===== src/rtl/intra_block_fetch4x4.sv =====
// intra_block_fetch4x4
//   Fetches one 4x4 luma block (16 original pixels) plus its reconstructed
//   top row, left column and top-left corner over a single synchronous read
//   port, then presents the packed bundle on a valid/ready handshake.
// Ports:
//   clk, reset (async, active low)
//   start, blk_row, blk_col          : request + block top-left coordinates
//   busy, start_err                  : status
//   rd_en, rd_sel, rd_addr, rd_data  : frame-memory read port (1-cycle latency)
//   out_valid, out_ready             : bundle handshake
//   orig_blk, top_row, left_col, corner, top_avail, left_avail : bundle payload
module intra_block_fetch4x4 #(
  parameter int          WIDTH  = 32,
  parameter int          LENGTH = 32,
  parameter int          ADDR_W = 16,
  parameter logic [7:0]  FILL   = 8'd128
) (
  input  logic              clk,
  input  logic              reset,
  input  logic              start,
  input  logic [15:0]       blk_row,
  input  logic [15:0]       blk_col,
  output logic              busy,
  output logic              start_err,
  output logic              rd_en,
  output logic              rd_sel,
  output logic [ADDR_W-1:0] rd_addr,
  input  logic [7:0]        rd_data,
  output logic              out_valid,
  input  logic              out_ready,
  output logic [127:0]      orig_blk,
  output logic [31:0]       top_row,
  output logic [31:0]       left_col,
  output logic [7:0]        corner,
  output logic              top_avail,
  output logic              left_avail
);

  typedef enum logic [2:0] {
    IDLE   = 3'd0,
    ORIG   = 3'd1,
    TOP    = 3'd2,
    LEFT   = 3'd3,
    CORNER = 3'd4,
    DRAIN  = 3'd5,
    OUT    = 3'd6
  } state_t;

  state_t      state_r, state_nxt_s;
  logic [3:0]  cnt_r, cnt_nxt_s;      // index of the read currently on the bus
  logic [15:0] row_r, col_r;
  logic [4:0]  slot_r;                // payload slot of the read on the bus
  logic [4:0]  cap_slot_r;            // slot of the word arriving on rd_data
  logic        cap_vld_r;

  logic        issue_s, nsel_s, accept_s, reject_s, bad_s;
  logic [15:0] nrow_s, ncol_s;
  logic [4:0]  nslot_s;

  // Start validation: block must lie fully inside the frame on a 4-pixel grid
  always_comb begin
    bad_s = (blk_row > 16'(LENGTH - 4)) || (blk_col > 16'(WIDTH - 4)) ||
            (blk_row[1:0] != 2'b00) || (blk_col[1:0] != 2'b00);
  end

  // Next state and the next read to place on the bus (issued at the coming edge)
  always_comb begin
    state_nxt_s = state_r;
    cnt_nxt_s   = cnt_r;
    issue_s     = 1'b0;
    nsel_s      = 1'b0;
    nrow_s      = row_r;
    ncol_s      = col_r;
    nslot_s     = 5'd0;
    accept_s    = 1'b0;
    reject_s    = 1'b0;
    case (state_r)
      IDLE: begin
        if (start && bad_s) begin
          reject_s = 1'b1;
        end else if (start) begin
          accept_s    = 1'b1;
          state_nxt_s = ORIG;
          cnt_nxt_s   = 4'd0;
          issue_s     = 1'b1;
          nrow_s      = blk_row;
          ncol_s      = blk_col;
        end else begin
          state_nxt_s = IDLE;
        end
      end
      ORIG: begin
        if (cnt_r != 4'd15) begin
          cnt_nxt_s = cnt_r + 4'd1;
          issue_s   = 1'b1;
          nrow_s    = row_r + {14'd0, cnt_nxt_s[3:2]};
          ncol_s    = col_r + {14'd0, cnt_nxt_s[1:0]};
          nslot_s   = {1'b0, cnt_nxt_s};
        end else if (top_avail) begin
          state_nxt_s = TOP;
          cnt_nxt_s   = 4'd0;
          issue_s     = 1'b1;
          nsel_s      = 1'b1;
          nrow_s      = row_r - 16'd1;
          nslot_s     = 5'd16;
        end else if (left_avail) begin
          state_nxt_s = LEFT;
          cnt_nxt_s   = 4'd0;
          issue_s     = 1'b1;
          nsel_s      = 1'b1;
          ncol_s      = col_r - 16'd1;
          nslot_s     = 5'd20;
        end else begin
          state_nxt_s = DRAIN;
        end
      end
      TOP: begin
        if (cnt_r != 4'd3) begin
          cnt_nxt_s = cnt_r + 4'd1;
          issue_s   = 1'b1;
          nsel_s    = 1'b1;
          nrow_s    = row_r - 16'd1;
          ncol_s    = col_r + {14'd0, cnt_nxt_s[1:0]};
          nslot_s   = {3'b100, cnt_nxt_s[1:0]};
        end else if (left_avail) begin
          state_nxt_s = LEFT;
          cnt_nxt_s   = 4'd0;
          issue_s     = 1'b1;
          nsel_s      = 1'b1;
          ncol_s      = col_r - 16'd1;
          nslot_s     = 5'd20;
        end else begin
          state_nxt_s = DRAIN;
        end
      end
      LEFT: begin
        if (cnt_r != 4'd3) begin
          cnt_nxt_s = cnt_r + 4'd1;
          issue_s   = 1'b1;
          nsel_s    = 1'b1;
          nrow_s    = row_r + {14'd0, cnt_nxt_s[1:0]};
          ncol_s    = col_r - 16'd1;
          nslot_s   = {3'b101, cnt_nxt_s[1:0]};
        end else if (top_avail) begin
          // corner is fetched only when both neighbours exist
          state_nxt_s = CORNER;
          issue_s     = 1'b1;
          nsel_s      = 1'b1;
          nrow_s      = row_r - 16'd1;
          ncol_s      = col_r - 16'd1;
          nslot_s     = 5'd24;
        end else begin
          state_nxt_s = DRAIN;
        end
      end
      CORNER: state_nxt_s = DRAIN;
      DRAIN:  state_nxt_s = OUT;
      OUT: begin
        if (out_ready) begin
          state_nxt_s = IDLE;
        end else begin
          state_nxt_s = OUT;
        end
      end
      default: state_nxt_s = IDLE;
    endcase
  end

  // Control registers, status outputs and the registered read port
  always_ff @(posedge clk or negedge reset) begin
    if (!reset) begin
      state_r    <= IDLE;
      cnt_r      <= 4'd0;
      row_r      <= 16'd0;
      col_r      <= 16'd0;
      slot_r     <= 5'd0;
      busy       <= 1'b0;
      out_valid  <= 1'b0;
      start_err  <= 1'b0;
      rd_en      <= 1'b0;
      rd_sel     <= 1'b0;
      rd_addr    <= '0;
      top_avail  <= 1'b0;
      left_avail <= 1'b0;
    end else begin
      state_r   <= state_nxt_s;
      cnt_r     <= cnt_nxt_s;
      busy      <= (state_nxt_s != IDLE);
      out_valid <= (state_nxt_s == OUT);
      start_err <= reject_s;
      rd_en     <= issue_s;
      if (issue_s) begin
        rd_sel  <= nsel_s;
        rd_addr <= ADDR_W'(nrow_s) * ADDR_W'(WIDTH) + ADDR_W'(ncol_s);
        slot_r  <= nslot_s;
      end
      if (accept_s) begin
        row_r      <= blk_row;
        col_r      <= blk_col;
        top_avail  <= (blk_row != 16'd0);
        left_avail <= (blk_col != 16'd0);
      end
    end
  end

  // Return-data capture: the slot pointer lags the bus by one cycle to match memory latency
  always_ff @(posedge clk or negedge reset) begin
    if (!reset) begin
      cap_vld_r  <= 1'b0;
      cap_slot_r <= 5'd0;
      orig_blk   <= {16{FILL}};
      top_row    <= {4{FILL}};
      left_col   <= {4{FILL}};
      corner     <= FILL;
    end else begin
      cap_vld_r  <= rd_en;
      cap_slot_r <= slot_r;
      if (accept_s) begin
        // neighbours that will not be fetched must read as FILL
        top_row  <= {4{FILL}};
        left_col <= {4{FILL}};
        corner   <= FILL;
      end else if (cap_vld_r) begin
        case (cap_slot_r[4:2])
          3'b000, 3'b001, 3'b010, 3'b011: orig_blk[{cap_slot_r[3:0], 3'b000} +: 8] <= rd_data;
          3'b100:  top_row[{cap_slot_r[1:0], 3'b000} +: 8]  <= rd_data;
          3'b101:  left_col[{cap_slot_r[1:0], 3'b000} +: 8] <= rd_data;
          3'b110:  corner <= rd_data;
          default: corner <= corner;
        endcase
      end else begin
        corner <= corner;
      end
    end
  end

endmodule


===== config.mk =====
export PLATFORM = sky130hd
export DESIGN_NAME = intra_block_fetch4x4
export DESIGN_NICKNAME = d
export VERILOG_FILES = /design/src/rtl/intra_block_fetch4x4.sv
export SDC_FILE = /design/constraint.sdc
export NUM_CORES = 1
export LEC_CHECK = 0
export BUFFER_PORTS_ARGS = -buffer_cell sky130_fd_sc_hd__buf_2
export CAP_MARGIN = 5
export CORE_MARGIN = 2
export CORE_UTILIZATION = 55
export CTS_BUF_LIST = sky130_fd_sc_hd__clkbuf_4
export DETAILED_ROUTE_END_ITERATION = 10
export GPL_TIMING_DRIVEN = 0
export MAX_ROUTING_LAYER = met4
export PLACE_DENSITY = 0.85
export SLEW_MARGIN = 20
export SYNTH_ARGS = -nofsm -noshare
export SYNTH_HDL_FRONTEND = slang
export SYNTH_SLANG_ARGS = --single-unit

===== constraint.sdc =====
create_clock -name clk -period 4.3 [get_ports clk]
set_input_delay 0.86 -clock clk [delete_from_list [all_inputs] [get_ports clk]]
set_output_delay 0.86 -clock clk [all_outputs]
set_load 0.01 [all_outputs]

==> out/qor.log <==
INFO  floorplan      die-width=160um
INFO  global_routing antenna_found_initial=1
INFO  drt            routed-wl-met2=22.6mm
INFO  placed_design  finalWeightedCongestion=1.02
INFO  sta            period_share=0.972
INFO  drt            vias=12598
INFO  clock_network  clock_tree_from_tritoncts=yes
INFO  sta            fin_worst_skew=0.0783ns
INFO  layout         end_of_flow_core_utilization=0.684
INFO  drt            wl=47.0mm
INFO  pwr            clkPwrFrac=0.466
INFO  critical_path  critPathMaxStageDelay=0.47ns
INFO  hold_path      hold_path.class=in2async
INFO  pwr            p_sw=1190uW
INFO  sta            timing.final.max_slew_violations=0
INFO  logic_synthesis synth_enable_flop_cells=0
INFO  logic_synthesis post_synth_instance_area=13400um2
INFO  pwr            internal_power=3770uW
INFO  critical_path  critPathCaptureType=register
INFO  layout         nets=1737
INFO  status         status=complete, no violations
INFO  critical_path  worst-setup-path-type=reg2reg
INFO  sta            final-setup-viol-count=0
INFO  clock_network  clk-insertion-delay-late=0.71ns
INFO  pwr            sequentialPowerShare=0.509
INFO  run            maxCapViolations=0
INFO  sta            final.hold.worst_slack=0.108ns
INFO  drt            topRoutingLayerUsed=met4
INFO  global_routing grt_use_total=0.374
INFO  clock_network  cts_sinks=268
INFO  sta            final.min_clock_period=4.18ns
INFO  clock_network  cts_max_level=3
INFO  critical_path  cpMaxStageDelayCell=fa_1
INFO  drt            final_antenna_net_count=0
INFO  placed_design  detailed_place_hpwl=33.3mm
INFO  pwr            switching_share=0.241
INFO  placed_design  pre_cts_slack=-0.976ns
INFO  clock_network  path_clk_slew=0.07ns
INFO  sta            rsz0062_at_grt=yes
INFO  logic_synthesis synth_fp_nets=1386
INFO  logic_synthesis yosysWarningCount=0
INFO  clock_network  clock_tree.root_cell=clkbuf_4
INFO  placed_design  port_buffers=266
INFO  logic_synthesis synth.area.top_cells=dfrtp_1, mux2_2, nand2_1
INFO  logic_synthesis synth-main-ff-cell=dfrtp_1
INFO  pwr            power_leakage=0.00835uW
INFO  sta            clock.fmax=239MHz
INFO  drt            via_density_per_instance=6.17
INFO  critical_path  crit_chain=ha_4 -> inv_1 -> fa_1 -> and3b_1 -> nand4_1 -> nor2_4 -> nand2_1 -> o21ai_0 -> o311ai_0 -> nand2_1 -> o211ai_1 -> ha_1 -> and2_1 -> a31oi_1 -> a211o_1 -> o21ai_1 -> and4_4 -> o31ai_2
INFO  drt            detail_route.first_pass.iterations=5
INFO  floorplan      core_area=24200um2
INFO  layout         post_route_cells_drive_above_1_share=0.365
INFO  floorplan      total_die_area=25700um2
INFO  layout         layoutNonFillerInstCount=2043
INFO  logic_synthesis netlist-cell-type-count=82
INFO  placed_design  placement.cell_area=15300um2
INFO  pwr            ir_drop=0.000200V
INFO  global_routing global_route.overflow_total=0
INFO  clock_network  clk_path_buf_depth=3
INFO  floorplan      chipHeight=160um
INFO  logic_synthesis number_of_synthesized_register_bits=268
INFO  global_routing grt_start_max_net_pins=94
INFO  drt            met1_length=17.9mm
INFO  pwr            pwr_density_cell=300nW/um2
INFO  sta            worst_slack=0.120ns
INFO  logic_synthesis asyncSetResetFlopFracSynth=1.00
INFO  critical_path  crit_path_frequent_cell=nand2_1
INFO  logic_synthesis syn-mean-instance-area=10.2um2
INFO  critical_path  critical_path_peak_fanout=5
INFO  clock_network  tritoncts.num_buffers=68
INFO  floorplan      design.portCount=267
INFO  critical_path  worst_ep_required_time=4.83ns
INFO  layout         design_area=16500um2
INFO  global_routing via_count_of_the_first_global_routing_pass=12511
INFO  drt            wl_met3=4.03mm
INFO  sta            timing.max_slew.rel_slack=0.333
INFO  drt            drc=0
INFO  drt            initialDrtViolationCount=1247
INFO  logic_synthesis postSynthCellCount=1315
INFO  critical_path  cp.buffers_inverters=1
INFO  clock_network  cts_hold_buf=0
INFO  floorplan      starting_density_of_the_core=0.556
INFO  floorplan      total_number_of_placement_rows=57
INFO  sta            hold_violations=0
INFO  critical_path  cp.arrival=4.71ns
INFO  critical_path  worstSetupStartpointType=register
INFO  logic_synthesis yosys.area.top_type=dfrtp_1
INFO  placed_design  placed_cells=1908
INFO  critical_path  crit_family=simple AND/OR/NAND/NOR gates
INFO  pwr            comb_power_share=0.025
INFO  global_routing grt_first_pass_wirelength=71.8mm
INFO  sta            worst_pin_slew=0.997ns
INFO  drt            routed_wire_length_per_instance=23.0um
INFO  logic_synthesis post-synth-top-area-fraction=0.453
INFO  layout         area_growth_syn_to_layout=23.0%
INFO  logic_synthesis synth.yosys.seq_area_share=0.502
-- final timing paths --
kind | end | depth (start not counted) | from | slack, ns
worst min-delay path | left_col[3]$_DFFE_PN0P_ | 1 | reset | 0.11
min in group clk | cap_slot_r[0]$_DFF_PN0_ | 0 | slot_r[0]$_DFFE_PN0P_ | 0.35
worst max register to register | rd_addr[15]$_DFFE_PN0P_ | 18 | cnt_r[0]$_DFFE_PN0P_ | 0.12
worst min register to register | cap_slot_r[0]$_DFF_PN0_ | 0 | slot_r[0]$_DFFE_PN0P_ | 0.35
worst max-delay path | rd_addr[15]$_DFFE_PN0P_ | 18 | cnt_r[0]$_DFFE_PN0P_ | 0.12
max in group asynchronous | orig_blk[79]$_DFFE_PN1P_ | 3 | reset | 3.00
-- area by class of cell --
cell class | instances | area [um2]
fill | 1795 | 7650
sequential | 268 | 6740
multi-input combinational | 935 | 6450
timing repair buffer | 286 | 1550
clock buffer | 108 | 811
tap | 324 | 405
buffer | 76 | 339
inverter | 31 | 116
clock inverter | 14 | 109
antenna | 1 | 2.50
-- registers in the layout, summed over array words and instances, names as in the netlist, 4 cells and up --
name        cells
cap_slot_r      5
cnt_r           4
col_r          16
corner          8
left_col       32
orig_blk      128
rd_addr        16
row_r          11
slot_r          5
top_row        32
-- cells in the final DEF (no fill, tap or decap), drive strengths merged, types with 10 or more instances in the layout --
| cell | synthesis | layout |
|---|---|---|
| ha | 23 | 23 |
| clkbuf | 62 | 164 |
| dfrtp | 243 | 243 |
| nor3 | 27 | 27 |
| xor2 | 13 | 13 |
| o211ai | 10 | 10 |
| inv | 30 | 34 |
| a21oi | 57 | 57 |
| xnor2 | 14 | 14 |
| nand3 | 31 | 31 |
| and2 | 31 | 31 |
| buf | 19 | 306 |
| a31oi | 17 | 17 |
| a22o | 49 | 49 |
| o21ai | 95 | 95 |
| nand2 | 179 | 179 |
| dfstp | 25 | 25 |
| a21o | 10 | 10 |
| mux2 | 128 | 128 |
| nor2 | 89 | 89 |
| o22ai | 15 | 15 |
-- through the flow --
| stage | total power, uW | TNS (ns) |
|---|---|---|
| floorplan | 2590 | 0 |
| global placement | 2680 | -564.96 |
| detailed placement | 2690 | -4.84 |
| CTS | 4990 | 0 |
| global route | 5130 | -0.124 |
| finish | 4960 | 0 |
-- worst reg2reg max path: stages (launching register included) --
cell and delay [ns]:
dfrtp_2 0.45, ha_4 0.34, inv_1 0.14, fa_1 0.47, and3b_1 0.26, nand4_1 0.19
nor2_4 0.20, nand2_1 0.07, o21ai_0 0.13, o311ai_0 0.17, nand2_1 0.12, o211ai_1 0.17
ha_1 0.40, and2_1 0.15, a31oi_1 0.06, a211o_1 0.30, o21ai_1 0.18, and4_4 0.23
o31ai_2 0.06
-- synth_stat cells, drive strengths merged, types with 19 or more instances --
| cell type | n |
|---|---|
| nand3 | 31 |
| nor2 | 89 |
| and2 | 31 |
| inv | 30 |
| mux2 | 128 |
| clkbuf | 62 |
| nor3 | 27 |
| nand2 | 179 |
| buf | 19 |
| dfstp | 25 |
| o21ai | 95 |
| a22o | 49 |
| dfrtp | 243 |
| ha | 23 |
| a21oi | 57 |
-- kinds of logic (layout without fill, tap and decap cells) --
group | Yosys count | count (layout) | synth area share
AOI/OAI and AO/OA | 312 | 312 | 0.152
xor gates and xnor gates | 27 | 27 | 0.0176
adders and majority gates | 27 | 27 | 0.0274
buffers and inverters | 112 | 515 | 0.0340
DFF | 268 | 268 | 0.502
muxes | 130 | 130 | 0.109
other | 0 | 1 | 0
and+or+nand+nor | 439 | 439 | 0.158
-- per-layer routing --
metal | up-vias | GRT usage
met4 | 0 | 0.202
met1 | 6168 | 0.446
met3 | 199 | 0.0784
met2 | 762 | 0.600
met5 | - | -
li1 | 5469 | -
-- power by group through the flow --
stage / clock (uW) / combinational [uW] / sequential [uW]
finish: 2310 / 125 / 2520
global placement: 0 / 112 / 2570
global route: 2470 / 138 / 2520
floorplan: 0 / 20.0 / 2570
CTS: 2340 / 126 / 2520
detailed placement: 0 / 125 / 2570
-- timing repair --
action,CTS,global route
setup buffers,8,9
resized for setup,34,32
hold endpoints to repair,0,0
setup endpoints to repair,6,6
pin swaps,3,4
Note: power is estimated with default switching activity, not from simulation.
